`src/rtl/multiplier_pipe_collect.sv`:
```
// Collects finished products from the last shift-add multiplier cell into a FIFO
// and issues launch credits so every in-flight product is guaranteed a slot.
module multiplier_pipe_collect #(
  parameter  int DW    = 4,
  parameter  int RW    = DW + DW,
  parameter  int DEPTH = 8,
  localparam int CW    = $clog2(DEPTH) + 1
) (
  input  logic          clk,
  input  logic          rst,
  input  logic          issue_vld,
  output logic          issue_ok,
  input  logic          res_vld,
  input  logic [RW-1:0] res_data,
  output logic          m_vld,
  input  logic          m_rdy,
  output logic [RW-1:0] m_data,
  output logic [CW-1:0] level,
  output logic          busy,
  output logic          err
);

  localparam int AW = $clog2(DEPTH);

  logic [RW-1:0] r_mem [DEPTH];
  logic [AW-1:0] r_wr_ptr;
  logic [AW-1:0] r_rd_ptr;
  logic [CW-1:0] r_level;
  logic [CW-1:0] r_inflight;
  logic          r_err;

  logic          w_push;
  logic          w_pop;
  logic          w_take;
  logic          w_ret;
  logic [CW:0]   w_sum;

  assign w_pop  = m_vld && m_rdy;
  assign w_push = res_vld && ((r_level < CW'(DEPTH)) || w_pop);
  assign w_take = issue_vld && issue_ok;
  assign w_ret  = res_vld && (r_inflight != '0);

  // One extra bit so level + inflight can never wrap before the compare.
  assign w_sum    = {1'b0, r_level} + {1'b0, r_inflight};
  assign issue_ok = !rst && (w_sum < (CW+1)'(DEPTH));

  assign m_vld  = (r_level != '0);
  assign m_data = m_vld ? r_mem[r_rd_ptr] : '0;
  assign level  = r_level;
  assign busy   = (r_level != '0) || (r_inflight != '0);
  assign err    = r_err;

  // NOTE: storage is deliberately not reset; occupancy alone decides what is
  // valid, and leaving the array reset-free lets it map onto plain RAM/flops.
  always_ff @(posedge clk) begin
    if (w_push) r_mem[r_wr_ptr] <= res_data;
  end

  // NOTE: all state below uses non-blocking assignments so every register sees
  // the pre-edge values of its neighbours, matching real flop behaviour.
  always_ff @(posedge clk) begin
    if (rst) begin
      r_wr_ptr   <= '0;
      r_rd_ptr   <= '0;
      r_level    <= '0;
      r_inflight <= '0;
      r_err      <= 1'b0;
    end else begin
      if (w_push) r_wr_ptr <= r_wr_ptr + AW'(1);
      if (w_pop)  r_rd_ptr <= r_rd_ptr + AW'(1);

      case ({w_push, w_pop})
        2'b10:   r_level <= r_level + CW'(1);
        2'b01:   r_level <= r_level - CW'(1);
        default: r_level <= r_level;
      endcase

      case ({w_take, w_ret})
        2'b10:   r_inflight <= r_inflight + CW'(1);
        2'b01:   r_inflight <= r_inflight - CW'(1);
        default: r_inflight <= r_inflight;
      endcase

      // Sticky: uncredited issue, product with no credit, or dropped product.
      if ((issue_vld && !issue_ok) ||
          (res_vld && (r_inflight == '0)) ||
          (res_vld && !w_push))
        r_err <= 1'b1;
    end
  end

endmodule

```
`config.mk`:
```
export PLATFORM = sky130hd
export DESIGN_NAME = multiplier_pipe_collect
export DESIGN_NICKNAME = d
export VERILOG_FILES = /design/src/rtl/multiplier_pipe_collect.sv
export SDC_FILE = /design/constraint.sdc
export NUM_CORES = 1
export LEC_CHECK = 0
export BUFFER_PORTS_ARGS = -buffer_cell sky130_fd_sc_hd__buf_2
export CORE_MARGIN = 5
export CORE_UTILIZATION = 55
export DETAILED_ROUTE_END_ITERATION = 6
export PLACE_DENSITY = 0.74
export SYNTH_ARGS = -nofsm -noshare
export SYNTH_HDL_FRONTEND = slang
export SYNTH_SLANG_ARGS = --single-unit
export TNS_END_PERCENT = 30
```
`constraint.sdc`:
```
create_clock -name clk -period 3.19 [get_ports clk]
set_clock_uncertainty 0.15 [all_clocks]
set_input_delay 0.1595 -clock clk [delete_from_list [all_inputs] [get_ports clk]]
set_output_delay 0.1595 -clock clk [all_outputs]
set_load 0.01 [all_outputs]
```
==> qor.yml, run 1 <==
grt_usage_pct: 17.7
worstMarginPinSlew_ns: 0.899
drc: 0
power_density_nw_per_um2: 793
antenna_cells: 0
routed_wl_um: 6230
drive_above_1_share_pct: 27.1
tns_ns: 0
worstPathMaxFanout: 5
postCtsSetupRepairBufs: 0
vdd_drop_max_uv: 533
required_ns: 3.32
whs_ns: 0.0769
worstSetupPathType: "reg -> reg"
critPathArrivalTime_ns: 3.16
viasPerCell: 5.52
ys_warn_count: 0
min_path_type: "in -> reg"
hold_viol: 0
cts.clk_slew.worst_paths_ns: 0.07
io_pins: 29
gp_congestion: 0.786
synthToLayoutAreaGrowth_pct: 16.2
syn_area_per_cell_um2: 15.7
die_w_um: 89.2
syn_nets: 245
r2r_cells: 10
fin_crit_ns: 3.04
cp-start-kind: "flip-flop"
grt_pass1_vias: 1943
final.period_utilization_pct: 95.2
core_um2: 6030
cts_buffers: 9
holdPathStages: 3
clock.fmax_ghz: 0.329
syn_area_um2: 3450
numPortBuffers: 28
antenna_found_initial: 0
grt_max_degree: 17
wl_per_cell_um: 17.9
synth_seq_area_share_pct: 66.2
synthCells: 219
slew_headroom_pct: 39.8
dp_cells: 322
die_y_um: 89.2
clockBufferDepth: 2
antenna_left: 0
instances_no_fill: 348
grt.overflow.total: 0
clock_latency_ns: 0.35
final_nets: 294
drt-pass1-iter-count: 4
final_common_cell: "edfxtp_1"
run_status: "finished clean"
power_leakage_nw: 1.43
start_util_pct: 57.2
end_kind: "flip-flop"
grt_pass1_wl_um: 9940
vias: 1922
rows: 28
maxCapViolations: 0
synth-seq-cells: 82
clock-root-buffer: "clkbuf_8"
fill_cells: 447
die-area_um2: 7950
cts_max_level: 3
clock_sinks: 82
final_cell_mix: "64 x edfxtp_1, 29 x nor2_1, 28 x buf_2"
slew_violations: 0
setup_violations: 0
synth.distinct_cells: 31
dpl.hpwl_um: 4190
drt_iter0_markers: 111
tritoncts: "built"
==> cell type report <==
class / instances / area [µm²] / share of cell area, %
clock inverter: 3 / 37.5 / 0.937
multi-input combinational: 121 / 1090 / 27.2
inverter: 7 / 26.3 / 0.656
sequential: 82 / 2280 / 57.0
clock buffer: 13 / 169 / 4.22
tap: 75 / 93.8 / 2.34
timing repair buffer: 47 / 308 / 7.68
==> through the flow <==
step | total power, W | util [%] | setup slack [ns] | instance area, µm²
after floorplan | 0.00211 | - | 0.0236 | 3450
after global placement | 0.00241 | 61.3 | 0.183 | 3690
after detailed placement | 0.00243 | 61.3 | 0.128 | 3690
after CTS | 0.00320 | 66.4 | 0.0994 | 4000
after global routing | 0.00339 | 66.5 | -0.0157 | 4010
final | 0.00318 | 66.5 | 0.153 | 4010
==> report_power, final <==
group	leakage [nW]	switching (W)	internal, W	total, W
combinational	0.600	0.000559	0.000508	0.00107
clock	0.105	0.000347	0.000421	0.000768
sequential	0.729	0.000100	0.00124	0.00134
==> per-layer routing <==
| metal | vias up | wire length, µm | global-route usage, % |
|---|---|---|---|
| met5 | - | 0 | 0 |
| met4 | 0 | 103 | 7.31 |
| met3 | 9 | 256 | 4.52 |
| met2 | 37 | 3170 | 28.8 |
| met1 | 948 | 2700 | 22.8 |
| li1 | 928 | - | - |
==> sequential cells by signal (all words and copies together) (netlist names), named ones only <==
name        flops
r_mem          64
r_rd_ptr        3
err             1
r_wr_ptr        3
r_inflight      4
level           4
==> kinds of logic after synthesis <==
logic type	share of synthesized area, %
AO/OA/AOI/OAI	3.12
XOR/XNOR	2.00
adder cells (fa/ha/maj)	5.15
buffers and inverters	2.36
flip-flops	66.2
multiplexers	13.1
AND/OR/NAND/NOR	8.13
==> Yosys cell counts (all sizes together) <==
| library cell | number | area (µm²) |
|---|---|---|
| dfxtp | 18 | 360 |
| nand3 | 6 | 30.0 |
| xnor2 | 1 | 16.3 |
| mux2i | 9 | 90.1 |
| nor2 | 29 | 109 |
| a21oi | 15 | 75.1 |
| a31o | 1 | 8.76 |
| edfxtp | 64 | 1920 |
| nand2b | 4 | 25.0 |
| xor2 | 6 | 52.6 |
| inv | 7 | 26.3 |
| nor2b | 1 | 6.26 |
| nor4 | 2 | 27.5 |
| nand2 | 6 | 22.5 |
| and3 | 2 | 12.5 |
| ha | 11 | 138 |
| nor3 | 2 | 10.0 |
| and2 | 1 | 8.76 |
| o31ai | 2 | 15.0 |
| or4 | 3 | 22.5 |
| fa | 2 | 40.0 |
| or2 | 1 | 6.26 |
| clkbuf | 1 | 3.75 |
| buf | 8 | 51.3 |
| o41ai | 1 | 8.76 |
| mux4 | 16 | 360 |
==> worst paths after layout <==
path | to | from | slack [ns]
max | r_inflight[3]$_SDFFE_PP0P_ | r_inflight[3]$_SDFFE_PP0P_ | 0.15
min | r_inflight[3]$_SDFFE_PP0P_ | rst | 0.08
max reg2reg | r_inflight[3]$_SDFFE_PP0P_ | r_inflight[3]$_SDFFE_PP0P_ | 0.15
min reg2reg | r_wr_ptr[0]$_SDFFE_PP0P_ | r_wr_ptr[0]$_SDFFE_PP0P_ | 0.35
==> timing repair <==
| action | CTS | global route |
|---|---|---|
| hold buffers | 10 | 0 |
| hold endpoints to repair | 66 | 0 |
| setup endpoints to repair | 0 | 1 |
| resized for setup | 0 | 2 |
==> worst max-delay path: stages (launching register included) <==
cell and delay [ns]:
dfxtp_2 0.35, ha_1 0.26, or4_1 0.54, a21oi_2 0.16, nand2_1 0.08, ha_1 0.21
ha_1 0.33, a21oi_1 0.19, a21oi_1 0.11, or4_1 0.46, a21oi_1 0.14
Note: power is estimated with default switching activity, not from simulation.
==> inputs of run 2 (changes only) <==
==> constraint.sdc (replaced) <==
create_clock -name clk -period 3.19 [get_ports clk]
set_clock_uncertainty 0.15 [all_clocks]
set_input_delay 0.1595 -clock clk [delete_from_list [all_inputs] [get_ports clk]]
set_output_delay 0.1595 -clock clk [all_outputs]
set_load 0.1 [all_outputs]
==> run 2 against run 1 <==
Compared with the run above: hold slack worse by 0.045 ns; die area is the same; first-iteration DRC count up 33%; largest cell class unchanged.
==> qor.yml, run 2 (same netlist as run 1, synthesis figures left out) <==
run_status: "finished clean"
worstPathMaxFanout: 5  # unchanged
crit_start: "r_inflight[3]$_SDFFE_PP0P_"
fin_util_pct: 66.7  # +0.21 points
gp_congestion: 0.813  # +3.4%
final_cell_mix: "64 x edfxtp_1, 29 x nor2_1, 28 x buf_2"
end_kind: "flip-flop"
cts_buffers: 9  # unchanged
required_ns: 3.32  # about the same
viasPerCell: 5.57  # +0.81%
start_util_pct: 57.2  # unchanged
drc: 0  # unchanged
final_nets: 293  # -0.34%
slowest_stage: "or4_4"
largest_reg_flops: 64  # unchanged
grt_usage_pct: 18.2  # +0.44 points
cts.clk_slew.worst_paths_ns: 0.08  # about the same
wl_per_cell_um: 18.0  # +0.40%
critPathTopFamily: "simple AND/OR/NAND/NOR gates"
final_common_cell: "edfxtp_1"
dpl.hpwl_um: 4140  # -1.2%
rows: 28  # unchanged
io_pins: 29  # unchanged
die-area_um2: 7950  # unchanged
die_w_um: 89.2  # unchanged
cts_resized: 0  # unchanged
final.period_utilization_pct: 92.7  # -2.5 points
antenna_left: 0  # unchanged
clock-root-buffer: "clkbuf_8"
hold_viol: 0  # unchanged
clock.fmax_ghz: 0.338  # +2.7%
clock_latency_ns: 0.34  # about the same
cts_max_level: 3  # unchanged
crit_buf_inv: 0  # unchanged
tritoncts: "built"
timing.rr.start: "r_inflight[3]$_SDFFE_PP0P_"
grt_pass1_vias: 1984  # +2.1%
core_um2: 6030  # unchanged
drt_iter0_markers: 148  # +33%
crit_chain: "ha_4 -> or4_4 -> a21oi_4 -> nand2_1 -> ha_2 -> ha_4 -> a21oi_2 -> a21oi_1 -> or4_1 -> a21oi_1"
antenna_found_initial: 0  # unchanged
drive_above_1_share_pct: 30.5  # +3.4 points
worstHoldStart: "rst"
fin_crit_ns: 2.96  # -0.0804 ns
slowest_delay_ns: 0.52  # -0.02 ns
clock_sinks: 82  # unchanged
grt.overflow.total: 0  # unchanged
numPortBuffers: 28  # unchanged
maxCapViolations: 0  # unchanged
vias: 1932  # +0.52%
clockBufferDepth: 2  # unchanged
rsz0062_at_grt: "no"
grt_max_degree: 18  # +1
antenna_cells: 0  # unchanged
synthToLayoutAreaGrowth_pct: 16.5
cp-start-kind: "flip-flop"
worstMarginPinSlew_ns: 0.961  # +0.0620 ns
setup_violations: 0  # unchanged
die_y_um: 89.2  # unchanged
critPathArrivalTime_ns: 3.08  # -0.08 ns
drt-pass1-iter-count: 4  # unchanged
largest_register: "r_mem"
worstSetupPathType: "reg -> reg"
grt_pass1_wl_um: 10300  # +3.3%
routed_wl_um: 6240  # +0.11%
min_path_type: "in -> reg"
slew_violations: 0  # unchanged
slew_headroom_pct: 35.7  # -4.1 points
-- run 2: what timing repair did --
action / in CTS / in global routing
buffers inserted: 0 / 0
hold endpoints to repair: 66 / 0
hold buffers: 10 / 0
-- run 2: final cells by class --
cell class / count / area (µm²)
Inverter: 7 / 26.3
Sequential cell: 82 / 2290
Multi-Input combinational cell: 121 / 1130
Tap cell: 75 / 93.8
Clock inverter: 7 / 53.8
Fill cell: 434 / 2010
Clock buffer: 9 / 124
Timing Repair Buffer: 46 / 300
-- run 2: per-layer routing --
| metal | vias up | track usage [%] | wire length [µm] |
|---|---|---|---|
| li1 | 926 | - | - |
| met2 | 41 | 27.9 | 3000 |
| met4 | 0 | 8.53 | 127 |
| met3 | 11 | 3.32 | 286 |
| met5 | - | 0 | 0 |
| met1 | 954 | 25.3 | 2830 |
-- run 2: path summary, 6_finish.rpt --
kind | end | slack [ns] | cells past startpoint
worst max-delay path | r_inflight[3]$_SDFFE_PP0P_ | 0.23 | 10
worst min-delay path | r_rd_ptr[0]$_SDFFE_PP0P_ | 0.03 | 2
worst max register to register | r_inflight[3]$_SDFFE_PP0P_ | 0.23 | 10
worst min register to register | r_wr_ptr[0]$_SDFFE_PP0P_ | 0.35 | 2
-- run 2: per-stage QoR --
| step | setup TNS [ns] | std cells | cell area [µm²] | worst slack (ns) | hold slack (ns) |
|---|---|---|---|---|---|
| after floorplan | -0.427 | 219 | 3500 | -0.315 | 0.108 |
| after global placement | 0 | 321 | 3740 | 0.343 | 0.279 |
| after detailed placement | 0 | 321 | 3740 | 0.276 | 0.286 |
| after CTS | 0 | 347 | 4020 | 0.228 | 0.0216 |
| after global routing | 0 | 347 | 4020 | 0.0610 | 0.0396 |
| final | 0 | 347 | 4020 | 0.233 | 0.0317 |
Power of run 2 is left out: the tool's default activity adds up to more than one toggle a clock period on the data nets, which glitch-free logic cannot reach.
